## config.mk

```make
export PLATFORM = sky130hd
export DESIGN_NAME = capture_trig_seq_flat
export DESIGN_NICKNAME = d
export VERILOG_FILES = /design/src/rtl/capture_trig_seq_if.sv /design/src/rtl/capture_trig_seq.sv /design/src/flat_wrapper.sv
export SDC_FILE = /design/constraint.sdc
export NUM_CORES = 1
export LEC_CHECK = 0
export ABC_AREA = 1
export ABC_CLOCK_PERIOD_IN_PS = 2150
export BUFFER_PORTS_ARGS = -buffer_cell sky130_fd_sc_hd__buf_2
export CELL_PAD_IN_SITES_DETAIL_PLACEMENT = 1
export CELL_PAD_IN_SITES_GLOBAL_PLACEMENT = 2
export CORE_MARGIN = 5
export CORE_UTILIZATION = 34
export CTS_BUF_LIST = sky130_fd_sc_hd__clkbuf_8
export CTS_CLUSTER_SIZE = 24
export DETAILED_ROUTE_END_ITERATION = 8
export PLACE_DENSITY = 0.79
export SYNTH_ARGS = -nofsm -noshare
export SYNTH_HDL_FRONTEND = slang
export SYNTH_SLANG_ARGS = --single-unit
```

## constraint.sdc

```tcl
create_clock -name clk -period 2.15 [get_ports clk]
set_input_delay 0.215 -clock clk [delete_from_list [all_inputs] [get_ports clk]]
set_output_delay 0.215 -clock clk [all_outputs]
set_load 0.02 [all_outputs]
```

## src/rtl/capture_trig_seq_if.sv

```systemverilog
// Control/status bundle between the capture sequencer and its neighbours:
// config and trigger conditions in, sample RAM write port and status out.
interface capture_trig_seq_if #(parameter int ADDR_W = 9);
  logic              capture_start;
  logic              abort;
  logic              smpl_en;
  logic              chTrig;
  logic              protTrig;
  logic [1:0]        trig_src;
  logic [3:0]        trig_occ;
  logic [ADDR_W-1:0] trig_pos;
  logic              we;
  logic [ADDR_W-1:0] waddr;
  logic [ADDR_W-1:0] trig_addr;
  logic              armed;
  logic              triggered;
  logic              capture_done;
  logic              busy;

  modport master (
    output capture_start, abort, smpl_en, chTrig, protTrig, trig_src, trig_occ, trig_pos,
    input  we, waddr, trig_addr, armed, triggered, capture_done, busy
  );

  modport slave (
    input  capture_start, abort, smpl_en, chTrig, protTrig, trig_src, trig_occ, trig_pos,
    output we, waddr, trig_addr, armed, triggered, capture_done, busy
  );
endinterface

```

## src/rtl/capture_trig_seq.sv

```systemverilog
// Capture sequencer: owns the sample RAM write pointer and runs pre-trigger fill,
// arming, trigger qualification, post-trigger count and completion.
module capture_trig_seq #(
  parameter int ADDR_W = 9
) (
  input  logic               clk,
  input  logic               rst_n,
  capture_trig_seq_if.slave  bus
);
  localparam logic [ADDR_W:0]   DEPTH    = {1'b1, {ADDR_W{1'b0}}};
  localparam logic [ADDR_W:0]   CNT_ONE  = {{ADDR_W{1'b0}}, 1'b1};
  localparam logic [ADDR_W-1:0] ADDR_ONE = {{(ADDR_W-1){1'b0}}, 1'b1};

  typedef enum logic [2:0] {IDLE, FILL, ARMED, POST, DONE} seqStateT;

  seqStateT          state;
  logic [ADDR_W-1:0] waddr;
  logic [ADDR_W-1:0] trigAddr;
  logic [ADDR_W-1:0] trigPos;
  logic [ADDR_W:0]   preCnt;
  logic [ADDR_W-1:0] postCnt;
  logic [3:0]        edgeCnt;
  logic              prevCond;
  logic              armed;
  logic              triggered;
  logic              captureDone;
  logic              busy;

  logic              cond;
  logic              condEdge;
  logic              postDone;
  logic              writeEn;
  logic              fillDone;
  logic              trigFire;
  logic [ADDR_W:0]   fillTarget;

  always_comb begin
    case (bus.trig_src)
      2'b00:   cond = 1'b1;
      2'b01:   cond = bus.chTrig;
      2'b10:   cond = bus.protTrig;
      default: cond = bus.chTrig & bus.protTrig;
    endcase
  end

  assign condEdge   = cond & ~prevCond;
  // The extra POST cycle after the last post write must not write again.
  assign postDone   = (postCnt == trigPos);
  assign writeEn    = bus.smpl_en &
                      ((state == FILL) || (state == ARMED) || ((state == POST) && !postDone));
  assign fillTarget = DEPTH - {1'b0, trigPos};
  assign fillDone   = writeEn && ((preCnt + CNT_ONE) == fillTarget);
  assign trigFire   = (bus.trig_src == 2'b00) || (condEdge && (edgeCnt == bus.trig_occ));

  always_ff @(posedge clk or negedge rst_n) begin
    if (!rst_n) begin
      state       <= IDLE;
      waddr       <= '0;
      trigAddr    <= '0;
      trigPos     <= '0;
      preCnt      <= '0;
      postCnt     <= '0;
      edgeCnt     <= '0;
      prevCond    <= 1'b0;
      armed       <= 1'b0;
      triggered   <= 1'b0;
      captureDone <= 1'b0;
      busy        <= 1'b0;
    end else begin
      prevCond <= cond;
      if (writeEn) begin
        waddr <= waddr + ADDR_ONE;
      end
      if (bus.abort) begin
        state       <= IDLE;
        armed       <= 1'b0;
        triggered   <= 1'b0;
        captureDone <= 1'b0;
        busy        <= 1'b0;
      end else begin
        case (state)
          IDLE, DONE: begin
            if (bus.capture_start) begin
              state       <= FILL;
              waddr       <= '0;
              preCnt      <= '0;
              postCnt     <= '0;
              edgeCnt     <= '0;
              trigPos     <= bus.trig_pos;
              triggered   <= 1'b0;
              captureDone <= 1'b0;
              busy        <= 1'b1;
            end
          end
          FILL: begin
            if (writeEn) begin
              preCnt <= preCnt + CNT_ONE;
            end
            if (fillDone) begin
              state <= ARMED;
              armed <= 1'b1;
            end
          end
          ARMED: begin
            if (trigFire) begin
              state     <= POST;
              trigAddr  <= waddr;
              triggered <= 1'b1;
              armed     <= 1'b0;
            end else if (condEdge) begin
              edgeCnt <= edgeCnt + 4'd1;
            end
          end
          POST: begin
            if (postDone) begin
              state       <= DONE;
              busy        <= 1'b0;
              captureDone <= 1'b1;
            end else if (writeEn) begin
              postCnt <= postCnt + ADDR_ONE;
            end
          end
          default: state <= IDLE;
        endcase
      end
    end
  end

  assign bus.we           = writeEn;
  assign bus.waddr        = waddr;
  assign bus.trig_addr    = trigAddr;
  assign bus.armed        = armed;
  assign bus.triggered    = triggered;
  assign bus.capture_done = captureDone;
  assign bus.busy         = busy;
endmodule

```

## src/flat_wrapper.sv

```systemverilog
// flat-port wrapper written by rule: the top's interface ports become plain ports
module capture_trig_seq_flat 
#(
  parameter int ADDR_W = 9
)
  (clk, rst_n, bus_capture_start, bus_abort, bus_smpl_en, bus_chTrig, bus_protTrig, bus_trig_src, bus_trig_occ, bus_trig_pos, bus_we, bus_waddr, bus_trig_addr, bus_armed, bus_triggered, bus_capture_done, bus_busy);
  capture_trig_seq_if #(.ADDR_W(ADDR_W)) bus_i ();
  input  logic clk;
  input  logic rst_n;
  input wire logic [$bits(bus_i.capture_start)-1:0] bus_capture_start;
  input wire logic [$bits(bus_i.abort)-1:0] bus_abort;
  input wire logic [$bits(bus_i.smpl_en)-1:0] bus_smpl_en;
  input wire logic [$bits(bus_i.chTrig)-1:0] bus_chTrig;
  input wire logic [$bits(bus_i.protTrig)-1:0] bus_protTrig;
  input wire logic [$bits(bus_i.trig_src)-1:0] bus_trig_src;
  input wire logic [$bits(bus_i.trig_occ)-1:0] bus_trig_occ;
  input wire logic [$bits(bus_i.trig_pos)-1:0] bus_trig_pos;
  output wire logic [$bits(bus_i.we)-1:0] bus_we;
  output wire logic [$bits(bus_i.waddr)-1:0] bus_waddr;
  output wire logic [$bits(bus_i.trig_addr)-1:0] bus_trig_addr;
  output wire logic [$bits(bus_i.armed)-1:0] bus_armed;
  output wire logic [$bits(bus_i.triggered)-1:0] bus_triggered;
  output wire logic [$bits(bus_i.capture_done)-1:0] bus_capture_done;
  output wire logic [$bits(bus_i.busy)-1:0] bus_busy;
  assign bus_i.capture_start = bus_capture_start;
  assign bus_i.abort = bus_abort;
  assign bus_i.smpl_en = bus_smpl_en;
  assign bus_i.chTrig = bus_chTrig;
  assign bus_i.protTrig = bus_protTrig;
  assign bus_i.trig_src = bus_trig_src;
  assign bus_i.trig_occ = bus_trig_occ;
  assign bus_i.trig_pos = bus_trig_pos;
  assign bus_we = bus_i.we;
  assign bus_waddr = bus_i.waddr;
  assign bus_trig_addr = bus_i.trig_addr;
  assign bus_armed = bus_i.armed;
  assign bus_triggered = bus_i.triggered;
  assign bus_capture_done = bus_i.capture_done;
  assign bus_busy = bus_i.busy;
  capture_trig_seq #(.ADDR_W(ADDR_W)) u_core (.clk(clk), .rst_n(rst_n), .bus(bus_i));
endmodule
```

* Word level (Yosys, flattened, before mapping)
Index checks and enable logic that the tools add are counted.
** Operators by class
- Reductions and logical operators :: 25
- Muxes and demuxes :: 37
- Equal/unequal tests :: 19
- Bitwise logic cells :: 5
- $add $sub $neg :: 5
** Operators by type and width (number)
- $mux W9 :: 7
- $mux W10 :: 2
- $pmux W10 S2 :: 1
- $add A9 B1 Y9 const B :: 2
- $pmux W9 S2 :: 1
- $mux W3 :: 5
- $reduce_and A3 Y1 :: 5
- $mux W4 :: 3
- $pmux W3 S4 :: 1
- $mux W1 :: 11
- $add A10 B1 Y10 const B :: 1
- $eq A10 B10 Y1 :: 1
- $reduce_and A5 Y1 :: 2
- $sub A10 B9 Y10 const A :: 1
- $eq A9 B9 Y1 :: 1
- $ne A3 B2 Y1 const B :: 3
- $reduce_bool A3 Y1 :: 3
- $pmux W1 S2 :: 4
- $pmux W4 S2 :: 1
- $reduce_and A4 Y1 :: 2
- $eq A3 B2 Y1 const B :: 2
- $ne A2 B1 Y1 const B :: 3
- $ne A2 B2 Y1 const B :: 3
- $reduce_bool A2 Y1 :: 3
- 16 further kinds :: 23
** Storage, ports and cells
- Bits of input ports :: 22
- Output and inout bits :: 23
- Word-level logic and storage cells :: 103
- Flip-flop bits (word level) :: 58

* Longest topological paths before layout
- Word-level depth :: 9
- Gate-level depth with buffers :: 16
- Mapped depth without buffers :: 16

* Worst setup path before layout
No wires, ideal clock.
- Path kind :: register to register
- Start :: register u_core.preCnt[0]
- End :: register u_core.state[2]
- Arrival time :: 1.683 ns
- Path slack :: 0.349 ns
- Period minus slack after synthesis :: 1.801 ns
- Library setup time :: 0.118 ns
- Data required time :: 2.032 ns
- Stages on the path, launching flop included :: 16
- Cell sequence :: dfrtp_1 -> ha_1 -> nand2_1 -> clkinv_2 -> nor2_1 -> nor2_1 -> nor2_1 -> nand3_1 -> nor2_1 -> nand3_1 -> nor2_1 -> nand2_1 -> nand2_2 -> nand3_2 -> nand2_1 -> nand2_1
** On the way
- Longest elaborated chain between the ends :: 5
** Ends and longest elaborated chain
- from (decl) :: RTL line capture_trig_seq.sv:20 : logic [ADDR_W:0] preCnt;
- from (signal assigned) :: RTL line capture_trig_seq.sv:97 : preCnt <= preCnt + CNT_ONE;
- $add A10 B1 Y10 :: RTL line capture_trig_seq.sv:52 : assign fillDone = writeEn && ((preCnt + CNT_ONE) == fillTarget);
- $eq A10 B10 Y1 :: RTL line capture_trig_seq.sv:52
- $logic_and A1 B1 Y1 :: RTL line capture_trig_seq.sv:52
- $ne A3 B2 Y1 (no source line)
- $reduce_and A4 Y1 (no source line)
- to (signal assigned) :: RTL line capture_trig_seq.sv:57 : state <= IDLE;
- to (signal assigned) :: RTL line capture_trig_seq.sv:75 : state <= IDLE;
- to (signal assigned) :: RTL line capture_trig_seq.sv:84 : state <= FILL;
- to (decl) :: RTL line capture_trig_seq.sv:16 : seqStateT state;
No other way between the ends.
A chain may end at the register's enable or synchronous reset.

* Worst setup path after layout
- Start :: register u_core.preCnt[1]
- End :: register u_core.state[1]
Same word-level chain as after synthesis.

==> results.sh <==
export IMPL_fin_crit_sh_pct=92.5
export IMPL_whs_ns=0.0854
export IMPL_clock_path_buffers=2
export IMPL_crit_arrival_ns=2.21
export IMPL_cp_max_fo=5
export IMPL_pin_count=45
export IMPL_cts_tree="yes"
export IMPL_worst_pin_slew_ns=0.547
export IMPL_dp_hpwl_um=7540
export IMPL_avgSynthCellArea_um2=7.40
export IMPL_slew_headroom_pct=63.6
export IMPL_syn_inst=473
export IMPL_placed_cells=654
export IMPL_regArea_um2=1450
export IMPL_synthesis_area_um2=3500
export IMPL_ys_types=38
export IMPL_multi_input_area_um2=1800
export IMPL_dr_pass1_iters=4
export IMPL_drc=0
export IMPL_dieArea_um2=12400
export IMPL_portBuffers=44
export IMPL_ys_warn_count=0
export IMPL_grt_pass1_wl_um=16600
export IMPL_setup_viol=0
export IMPL_ir_worst_vdd_mv=0.621
export IMPL_p_leak_nw=2.16
export IMPL_grt_usage_pct=16.3
export IMPL_seq_area_frac_synth_pct=41.5
export IMPL_layout_common_cells="nand2_1, inv_1, dfrtp_1"
export IMPL_synth_fp_nets=500
export IMPL_wl_um=9790
export IMPL_fin_crit_ns=1.99
export IMPL_core_um2=10200
export IMPL_viasPerCell=4.80
export IMPL_n_antenna_cell=0
export IMPL_powerDensity_nw_per_um2=1120
export IMPL_core_rowCount=37
export IMPL_clock_sinks=58
export IMPL_die_w_um=111
export IMPL_maxSlewViolCount=0
export IMPL_hp_class="in2reg"
export IMPL_syn2layout_area_growth_pct=23.5
export IMPL_fin_setup_tns_ns=0
export IMPL_ys_ff_latch=58
export IMPL_vias=3288
export IMPL_fill_cells=1277
export IMPL_fin_skew_ns=0.00689
export IMPL_drive_gt1_share_pct=25.3
export IMPL_stdcell_count=685
export IMPL_cap_violations=0
export IMPL_path_clk_slew_ns=0.07
export IMPL_drtIter0Drc=145
export IMPL_end_kind="register"
export IMPL_layout_commonest_cell="nand2_1"
export IMPL_startpoint_type="register"
export IMPL_antenna_found_initial=1
export IMPL_cts_root_buf="clkbuf_8"
export IMPL_hold_viol_final=0
export IMPL_grt_pass1_vias=3485
export IMPL_grt_setup_unrepaired="true"
export IMPL_grt_overflow=0
export IMPL_cp_data_required_time_ns=2.37
export IMPL_max_freq_ghz=0.503
export IMPL_gp_congestion=0.831
export IMPL_outcome="finished clean"
export IMPL_path_class="reg2reg"
export IMPL_start_util_pct=34.4
export IMPL_nets=571
export IMPL_clock_latency_ns=0.34
export IMPL_die_h_um=111
export IMPL_fin_util_pct=42.4
export IMPL_antenna_left=0
export IMPL_numCtsBuffers=9
export IMPL_grt_max_degree=40
export IMPL_htree_levels=3
export IMPL_routedWlPerCell_um=14.3
metrics by stage:
| stage | area (um^2) | worst slack [ns] | total power, W |
|---|---|---|---|
| after global routing | 4320 | -0.0367 | 0.00524 |
| after CTS | 4180 | 0.0146 | 0.00466 |
| after global placement | 3920 | 0.164 | 0.00338 |
| after detailed placement | 3920 | 0.0712 | 0.00344 |
| after floorplan | 3500 | 0.349 | 0.00285 |
| final | 4320 | 0.162 | 0.00483 |
kinds of logic after synthesis:
group,Yosys count,synth area share [%]
compound gates,65,10.8
flops,58,41.5
xor+xnor,16,4.00
simple gates,249,32.6
mux,2,0.608
fa+ha+maj,5,1.79
buf+inv,78,8.76
flip-flops by register name, indices dropped and copies added (netlist names), 3 cells and up:
signal / count
u_core.bus.trig_addr: 9
u_core.edgeCnt: 4
u_core.preCnt: 10
u_core.trigPos: 9
u_core.bus.waddr: 9
u_core.state: 3
u_core.postCnt: 9
layout make-up:
class	count	area share [%]
Clock buffer	10	3.18
Clock inverter	6	1.88
Sequential cell	58	33.6
Tap cell	136	3.94
Inverter	73	6.54
Timing Repair Buffer	65	9.09
Multi-Input combinational cell	337	41.7
critical path: stages (launching register included):
cell     delay (ns)
dfrtp_1        0.43
buf_4          0.16
nand3_2        0.11
inv_2          0.07
nand2_1        0.09
nand2_1        0.09
nand3_1        0.08
nand2_1        0.07
nor2_1         0.10
nand3_1        0.11
nor2_1         0.10
nand2_1        0.07
nand2_2        0.10
nand3_2        0.10
nand2_1        0.09
nand2_1        0.07
power breakdown:
part           leakage [nW]  internal [W]  switching [W]
Clock                 0.113      0.000676       0.000472
Sequential            0.776       0.00133       0.000246
Combinational          1.27      0.000806        0.00130
Total                  2.16       0.00281        0.00202
path summary, 6_finish.rpt:
check                                     endpoint  slack (ns)  depth (start not counted)                    start
max reg2reg                        u_core.state[1]        0.16                         15         u_core.preCnt[1]
max in group asynchronous        u_core.edgeCnt[3]        1.14                          3                    rst_n
max                                u_core.state[1]        0.16                         15         u_core.preCnt[1]
min in group asynchronous        u_core.postCnt[8]        0.40                          2                    rst_n
min reg2reg                u_core.bus.capture_done        0.48                          2  u_core.bus.capture_done
min                              u_core.trigPos[5]        0.09                          3          bus_trig_pos[5]
synth_stat cells, drive strengths merged:
cell type,n,area [um^2]
xor2,13,114
nand2,152,603
mux2i,1,10.0
nor2,41,186
nand4,14,87.6
o22ai,8,56.3
dfrtp,58,1450
o21ai,39,199
mux2,1,11.3
clkbuf,2,7.51
a21oi,9,48.8
nand3,30,170
ha,5,62.6
clkinv,4,22.5
nor3,7,62.6
buf,3,17.5
xnor2,3,26.3
o31ai,9,72.6
nor4,2,12.5
and3,1,6.26
or2,2,12.5
inv,69,259
layer usage:
metal	share of wire, %	GRT usage [%]	vias to the layer above
met4	0.76	3.89	2
met1	47	20.9	1572
met3	3.2	4.24	7
met5	0.13	0	-
met2	49	27.4	43
li1	-	-	1664
repair_timing:
action / 4_1_cts / 5_1_grt
setup endpoints to repair: 1 / 5
gates cloned: 0 / 0
hold buffers: 1 / 0
endpoints found under the hold margin: 19 / 0
resized for setup: 1 / 20
pin swaps: 1 / 13
buffers inserted: 3 / 11
Power figures use the tool's default switching activity.
